--- src/rtl/sram_like_arbiter.sv ---
// Two-master (inst/data) to one-slave arbiter for the sram-like bus.
// An in-order owner FIFO routes each memory response back to its issuing master.
module sram_like_arbiter #(
   parameter int OUTST    = 4,
   parameter int DATA_MAX = 3
) (
   input  logic        clk,
   input  logic        resetn,
   input  logic        inst_req,
   input  logic        inst_wr,
   input  logic [1:0]  inst_size,
   input  logic [31:0] inst_addr,
   input  logic [31:0] inst_wdata,
   output logic        inst_addr_ok,
   output logic        inst_data_ok,
   output logic [31:0] inst_rdata,
   input  logic        data_req,
   input  logic        data_wr,
   input  logic [1:0]  data_size,
   input  logic [31:0] data_addr,
   input  logic [31:0] data_wdata,
   output logic        data_addr_ok,
   output logic        data_data_ok,
   output logic [31:0] data_rdata,
   output logic        mem_req,
   output logic        mem_wr,
   output logic [1:0]  mem_size,
   output logic [31:0] mem_addr,
   output logic [31:0] mem_wdata,
   input  logic        mem_addr_ok,
   input  logic        mem_data_ok,
   input  logic [31:0] mem_rdata
);

   localparam int PW = $clog2(OUTST);
   localparam int SW = $clog2(DATA_MAX + 1);
   localparam logic [PW:0]   FULL    = (PW+1)'(OUTST);
   localparam logic [PW:0]   CNT_ONE = (PW+1)'(1);
   localparam logic [PW-1:0] PTR_ONE = PW'(1);
   localparam logic [SW-1:0] SMAX    = SW'(DATA_MAX);
   localparam logic [SW-1:0] S_ONE   = SW'(1);

   typedef enum logic {FREE = 1'b0, HOLD = 1'b1} state_e;

   state_e        state_q, state_d;
   logic          lock_owner_q, lock_owner_d;
   logic [PW:0]   cnt_q, cnt_d;
   logic [PW-1:0] wptr_q, wptr_d, rptr_q, rptr_d;
   logic [OUTST-1:0] fifo_q, fifo_d;
   logic [SW-1:0] streak_q, streak_d;

   logic winner, owner, sel_req, push, pop, head;

   // Arbitration: data normally wins a tie, inst wins once the data streak saturates.
   always_comb begin
      winner = data_req;
      if (inst_req && data_req) winner = (streak_q != SMAX);
   end

   // FSM: state register
   always_ff @(posedge clk or negedge resetn) begin
      if (!resetn) begin
         state_q      <= FREE;
         lock_owner_q <= 1'b0;
      end else begin
         state_q      <= state_d;
         lock_owner_q <= lock_owner_d;
      end
   end

   // FSM: next state
   always_comb begin
      state_d      = state_q;
      lock_owner_d = lock_owner_q;
      case (state_q)
         FREE: if (mem_req && !mem_addr_ok) begin
            state_d      = HOLD;
            lock_owner_d = owner;
         end
         HOLD: if (mem_addr_ok) state_d = FREE;
         default: state_d = FREE;
      endcase
   end

   // FSM: outputs (owner select and memory-side mux)
   always_comb begin
      owner = 1'b0;
      if (resetn) owner = (state_q == HOLD) ? lock_owner_q : winner;
      sel_req   = owner ? data_req   : inst_req;
      mem_req   = resetn & sel_req & (cnt_q != FULL);
      mem_wr    = owner ? data_wr    : inst_wr;
      mem_size  = owner ? data_size  : inst_size;
      mem_addr  = owner ? data_addr  : inst_addr;
      mem_wdata = owner ? data_wdata : inst_wdata;
   end

   assign push         = mem_req & mem_addr_ok;
   assign inst_addr_ok = push & ~owner;
   assign data_addr_ok = push & owner;

   assign head         = fifo_q[rptr_q];
   assign pop          = resetn & mem_data_ok & (cnt_q != '0);
   assign inst_data_ok = pop & ~head;
   assign data_data_ok = pop & head;
   assign inst_rdata   = mem_rdata;
   assign data_rdata   = mem_rdata;

   always_comb begin
      fifo_d = fifo_q;
      if (push) fifo_d[wptr_q] = owner;
      wptr_d = push ? wptr_q + PTR_ONE : wptr_q;
      rptr_d = pop  ? rptr_q + PTR_ONE : rptr_q;
      cnt_d  = cnt_q;
      if (push && !pop)      cnt_d = cnt_q + CNT_ONE;
      else if (!push && pop) cnt_d = cnt_q - CNT_ONE;
   end

   // Streak counts data wins only while inst is actually waiting.
   always_comb begin
      streak_d = streak_q;
      if (!inst_req || inst_addr_ok)              streak_d = '0;
      else if (data_addr_ok && streak_q != SMAX)  streak_d = streak_q + S_ONE;
   end

   always_ff @(posedge clk or negedge resetn) begin
      if (!resetn) begin
         fifo_q   <= '0;
         wptr_q   <= '0;
         rptr_q   <= '0;
         cnt_q    <= '0;
         streak_q <= '0;
      end else begin
         fifo_q   <= fifo_d;
         wptr_q   <= wptr_d;
         rptr_q   <= rptr_d;
         cnt_q    <= cnt_d;
         streak_q <= streak_d;
      end
   end

endmodule

--- config.mk ---
export PLATFORM = sky130hd
export DESIGN_NAME = sram_like_arbiter
export DESIGN_NICKNAME = d
export VERILOG_FILES = /design/src/rtl/sram_like_arbiter.sv
export SDC_FILE = /design/constraint.sdc
export NUM_CORES = 1
export LEC_CHECK = 0
export ABC_AREA = 1
export BUFFER_PORTS_ARGS = -buffer_cell sky130_fd_sc_hd__buf_2
export CAP_MARGIN = 20
export CORE_AREA = 2 2 120 122
export DETAILED_ROUTE_END_ITERATION = 6
export DIE_AREA = 0 0 122 124
export PLACE_DENSITY_LB_ADDON = 0.08
export SLEW_MARGIN = 20
export SYNTH_ARGS = -nofsm -noshare
export SYNTH_HDL_FRONTEND = slang
export SYNTH_SLANG_ARGS = --single-unit
--- constraint.sdc ---
create_clock -name clk -period 3 [get_ports clk]
set_input_delay 0.3 -clock clk [delete_from_list [all_inputs] [get_ports clk]]
set_output_delay 0.3 -clock clk [all_outputs]
set_load 0.01 [all_outputs]
==> results of run 1 <==
-- cell usage after synthesis, drive strengths merged --
library cell | count | area [µm²]
a32oi | 1 | 8.76
buf | 78 | 561
clkbuf | 1 | 3.75
nand4 | 3 | 18.8
a31oi | 1 | 6.26
mux2 | 1 | 11.3
xnor2 | 1 | 8.76
nand2 | 228 | 868
dfrtp | 15 | 375
ha | 6 | 75.1
inv | 19 | 71.3
nand3 | 6 | 35.0
o21ai | 6 | 30.0
a21oi | 3 | 18.8
fa | 1 | 20.0
xor2 | 4 | 35.0
nor2 | 9 | 60.1
-- power by group through the flow --
| stage | clock (µW) | combinational, µW | sequential (µW) |
|---|---|---|---|
| floorplan | 0 | 571 | 332 |
| global placement | 0 | 819 | 349 |
| detailed placement | 0 | 813 | 347 |
| CTS | 272 | 819 | 344 |
| global route | 282 | 907 | 354 |
| finish | 259 | 796 | 343 |
-- timing repair --
item / 4_1_cts / 5_1_grt
endpoints found under the hold margin: 5 / 0
gates resized for setup: 0 / 0
hold buffers: 1 / 0
-- worst paths after layout --
| path | startpoint | end | cells past startpoint |
|---|---|---|---|
| setup / recovery | resetn | mem_addr[13] | 10 |
| hold / removal | mem_addr_ok | state_q | 2 |
| setup reg to reg | streak_q[0] | cnt_q[2] | 15 |
| hold reg to reg | rptr_q[1] | rptr_q[1] | 1 |
| max in group asynchronous | resetn | fifo_q[3] | 3 |
| min in group asynchronous | resetn | cnt_q[2] | 2 |
-- final cells by class --
class                      count  area, µm²
sequential                    15        375
clock buffer                   4       78.8
timing repair buffer         216       1110
tap                          180        225
inverter                      19       71.3
multi-input combinational    270       1200
fill                        1625      10700
-- state kept, by name, summed over array words and instances (netlist names) --
signal,cells
state_q,1
wptr_q,2
lock_owner_q,1
cnt_q,3
streak_q,2
fifo_q,4
rptr_q,2
-- metal layers --
layer | routed length, µm | track usage | vias up | part of all wire
met5 | 0 | 0 | - | 0
met4 | 206 | 0.0280 | 0 | 0.022
met3 | 848 | 0.0298 | 26 | 0.092
met2 | 4400 | 0.182 | 137 | 0.48
met1 | 3770 | 0.132 | 1047 | 0.41
li1 | - | - | 1365 | -
-- per-stage QoR --
| step | hold slack (ps) | total power, µW | util | cell area, µm² | setup slack [ps] |
|---|---|---|---|---|---|
| floorplan | 4.41 | 903 | - | 2210 | 910 |
| global placement | 154 | 1170 | 0.216 | 2970 | 771 |
| detailed placement | 157 | 1160 | 0.216 | 2970 | 744 |
| CTS | 270 | 1440 | 0.223 | 3060 | 280 |
| global route | 272 | 1540 | 0.223 | 3060 | 85.8 |
| finish | 270 | 1400 | 0.223 | 3060 | 323 |
-- cells by family (layout without fill, tap and decap cells) --
group | Yosys count | count (layout)
and+or+nand+nor | 246 | 246
buffers and inverters | 98 | 239
DFF | 15 | 15
AOI/OAI and AO/OA | 11 | 11
adders and majority gates | 7 | 7
xor gates and xnor gates | 5 | 5
muxes | 1 | 1
==> results.toml, run 1 <==
[routing]
detail-route-antenna-nets = 0
post_drt_wl_per_cell_um = 13.1
viasPerCell = 3.66
routed_wl_um = 9220
vias = 2575
drt_iter0_drc = 68
drtPass1Iterations = 4
remaining_drc_errors = 0

[setup_path]
setup.worst_path.start_class = "primary input"
crit_arrival_ps = 2380
required_ps = 2700
crit_family = "buffers and inverters"
crit_type = "primary input to output port"
regToRegSetupSlack_ps = 740
slowest_stage = "dlygate4sd3_1"
crit_path_max_incr_delay_ps = 520
critPathBufInv = 6
crit_chain = "dlygate4sd3_1, buf_2, inv_1, a21oi_2, nand2_2, inv_2, buf_12, nand2_1, nand2_1, buf_2"
path_max_fanout = 38
cp-end-kind = "output port"

[floorplanning]
core_area_um2 = 13700
rows = 43
io_pins = 308
die_w_um = 122
die_h_um = 124
die_area_um2 = 15100
start_util = 0.161

[power]
swShare = 0.433
powerDensity_nw_per_um2 = 458
pwr-share-comb = 0.569
p_seq_frac = 0.245
p_clk_frac = 0.186
power.switching_uw = 605
power.leakage_uw = 0.00196
p_int_uw = 793
peakVddDrop_mv = 0.209

[grt]
antenna_found_initial = 0
grt_pass1_wl_um = 12600
grt_max_degree = 42
grt_pass1_vias = 2342
grt.total_usage = 0.107
grt-ovfl-total = 0

[clock_tree]
clk_latency_ps = 250
cts.clk_slew.worst_paths_ps = 50
clock-sinks = 15
cts_made_buffers = 3
cts_tree = "yes"
cts_max_path_buffers = 2
h-tree-depth = 1
cts_setup_buffers = 0
clk_root_buffer_cell = "clkbuf_16"

[final_layout]
synthToLayoutAreaGrowth_pct = 38.4
mostFrequentLayoutCells = "nand2_1 (225), buf_2 (211), inv_1 (18)"
nNetsFinal = 704
final_common_cell = "nand2_1"
drive_gt1_frac = 0.435
antenna_cells = 0
fin_cells = 704

[placed_design]
dp.cells = 699
place.gp.congestion = 0.681
dp.final_hpwl_um = 7850
port_buffers = 211

[outcome]
outcome = "complete, no violations"

[sta]
slew_violations = 0
timing.final.crit_share = 0.892
slew_headroom = 0.601
worstMarginPinSlew_ps = 597
post-route-min-period_ps = 2680
fmax_mhz = 373
finalSetupTns_ps = 0
clock_skew_ps = 4.80
setup_viol = 0
final_hold_viol_count = 0
rsz0062_at_grt = "no"

[job]
cap_violations = 0

[yosys]
ys_warn_count = 0
synth_top_family_by_area = "simple AND/OR/NAND/NOR gates"
netlist_instances = 383
synth.avg_cell_area_um2 = 5.76
synth_fp_nets = 562
synth.distinct_cells = 27
yosys-mux-area-fraction = 0.00510
ys_ff_latch = 15
synth_compound_gate_area_share = 0.0289
synth_fa_ha_area_frac = 0.0431
yosysSeqAreaShare = 0.170
synth.cell_area_um2 = 2210
synth_xor_area_frac = 0.0198
yosys.area_share.simple = 0.445

[hold_path]
hold_path.class = "primary input to flip-flop"
Power figures use the tool's default switching activity.
==> inputs of run 2 (changes only) <==
--- a/config.mk
+++ b/config.mk
@@ -5,12 +5,12 @@
 export SDC_FILE = /design/constraint.sdc
 export NUM_CORES = 1
 export LEC_CHECK = 0
-export ABC_AREA = 1
+export ABC_AREA = 0
 export BUFFER_PORTS_ARGS = -buffer_cell sky130_fd_sc_hd__buf_2
 export CAP_MARGIN = 20
-export CORE_AREA = 2 2 120 122
+export CORE_AREA = 2 2 119 121
 export DETAILED_ROUTE_END_ITERATION = 6
-export DIE_AREA = 0 0 122 124
+export DIE_AREA = 0 0 121 123
 export PLACE_DENSITY_LB_ADDON = 0.08
 export SLEW_MARGIN = 20
 export SYNTH_ARGS = -nofsm -noshare
==> results.toml, run 2 <==
[outcome]
outcome = "complete, no violations"

[grt]
grt.total_usage = 0.103
grt-ovfl-total = 0
grt_max_degree = 30
grt_pass1_wl_um = 11500
grt_pass1_vias = 1906
antenna_found_initial = 0

[clock_tree]
cts_setup_buffers = 0
cts_tree = "yes"
cts_made_buffers = 3
ctsResizeCount = 0
cts.clk_slew.worst_paths_ps = 50
clk_root_buffer_cell = "clkbuf_16"
cts_hold_buf = 0
clock-sinks = 15
clk_latency_ps = 240
h-tree-depth = 1
cts_max_path_buffers = 2

[routing]
vias = 2069
routed_wl_um = 8790
post_drt_wl_per_cell_um = 16.1
remaining_drc_errors = 0
drt_iter0_drc = 28
detail-route-antenna-nets = 0
viasPerCell = 3.80
drtPass1Iterations = 3

[setup_path]
cp-endpoint = "mem_wdata[14]"
crit_path_max_incr_delay_ps = 390
timing.rr.end = "cnt_q[1]"
crit_arrival_ps = 2320
crit_cells = 7
crit_type = "flip-flop to output port"
path_max_fanout = 22
r2r_cells = 7
slowest_stage = "nand2b_4"
critPathBufInv = 2
crit_start = "streak_q[0]"
reg2reg_from = "cnt_q[0]"
regToRegSetupSlack_ps = 770
setup.worst_path.start_class = "flip-flop"
crit_family = "simple AND/OR/NAND/NOR gates"
cp-end-kind = "output port"
crit_chain = "ha_1, nand2_1, a31oi_1, nand2b_4, buf_4, mux2_1, buf_2"
required_ps = 2700

[job]
cap_violations = 0

[floorplanning]
die_h_um = 123
core_area_um2 = 13600
io_pins = 308
die_area_um2 = 14900
die_w_um = 121
start_util = 0.159
rows = 43

[final_layout]
fill_cells = 1550
final_common_cell = "buf_2"
fin_cells = 545
seq_area_um2 = 375
reg_top3 = "fifo_q: 4 flops, cnt_q: 3 flops"
mostFrequentLayoutCells = "buf_2 (211), mux2_2 (62), dfrtp_1 (15)"
finish.utilization = 0.223
drive_gt1_frac = 0.797
multi_input_area_um2 = 1210
antenna_cells = 0
largest-register = "fifo_q"
largest_reg_flops = 4
synthToLayoutAreaGrowth_pct = 39.9
nNetsFinal = 545

[yosys]
ys_ff_latch = 15
synthMostInstantiatedCell = "buf_4"
yosysTopAreaCellShare = 0.322
synthTopCellsByCount = "buf_4 (65), mux2_2 (62), dfrtp_1 (15)"
synth_ff_type = "dfrtp_1"
synth_edf_count = 0
yosysSeqAreaShare = 0.173
yosysTopAreaCell = "mux2_2"
synthTopCellsByArea = "mux2_2 (32%), buf_4 (22%), dfrtp_1 (17%)"
netlist_instances = 215
synth_fp_nets = 394
synth.cell_area_um2 = 2170
async_flop_share = 1.00
synth.avg_cell_area_um2 = 10.1
ys_warn_count = 0
synth.distinct_cells = 31

[power]
peakVddDrop_mv = 0.212
power.leakage_uw = 0.00158
powerDensity_nw_per_um2 = 423
p_total_uw = 1280

[sta]
timing.final.crit_share = 0.872
finalSetupTns_ps = 0
rsz0062_at_grt = "no"
layout_setup_ws_ps = 383
final_hold_viol_count = 0
fmax_mhz = 382
slew_violations = 0
slew_headroom = 0.669
setup_viol = 0
clock_skew_ps = 5.32
worstMarginPinSlew_ps = 496
post-route-min-period_ps = 2620

[hold_path]
hold_path.class = "primary input to async pin"

[placed_design]
port_buffers = 211
dp.final_hpwl_um = 7800
dp.cells = 541
pre_cts_ws_ps = 596
place.gp.congestion = 0.753
-- run 2: power by group --
part	switching, µW	leakage [µW]	internal [µW]
clock network	80.2	0.0000409	178
registers	70.3	0.000189	284
logic	305	0.00135	367
total	455	0.00158	828
-- run 2: routing by layer --
| layer | part of all wire | wire, µm | GRT usage |
|---|---|---|---|
| met5 | 0 | 0 | 0 |
| met4 | 0.0058 | 51 | 0.0167 |
| met3 | 0.15 | 1340 | 0.0590 |
| met2 | 0.46 | 4050 | 0.164 |
| met1 | 0.38 | 3350 | 0.122 |
-- run 2: layout make-up --
type	count	area share
clock buffer	3	0.0247
clock inverter	1	0.00165
multi-input combinational	122	0.400
timing repair buffer	218	0.369
sequential	15	0.124
inverter	6	0.00741
tap	180	0.0741
-- run 2: per-stage QoR --
step | hold slack (ps) | area (µm²)
finish | 28.2 | 3040
global route | 44.1 | 3040
CTS | 38.0 | 3040
detailed placement | 301 | 2960
global placement | 299 | 2960
floorplan | 4.41 | 2170
-- run 2: logic make-up after synthesis --
family / Yosys count / synth area share
xor gates and xnor gates: 6 / 0.0242
muxes: 75 / 0.395
buffers and inverters: 78 / 0.271
AOI/OAI and AO/OA: 11 / 0.0404
DFF: 15 / 0.173
and+or+nand+nor: 23 / 0.0519
adders and majority gates: 7 / 0.0438
-- run 2: how the worst min path moves through the flow --
stage / startpoint / endpoint / slack, ps / depth (start not counted)
6_report: resetn / wptr_q[1] / 30 / 2
5_1_grt: resetn / wptr_q[1] / 40 / 2
4_1_cts: resetn / wptr_q[1] / 40 / 2
3_5_place_dp: resetn / fifo_q[3] / 300 / 2
3_3_place_gp: resetn / fifo_q[3] / 300 / 2
2_1_floorplan: resetn / cnt_q[0] / 4 / 0
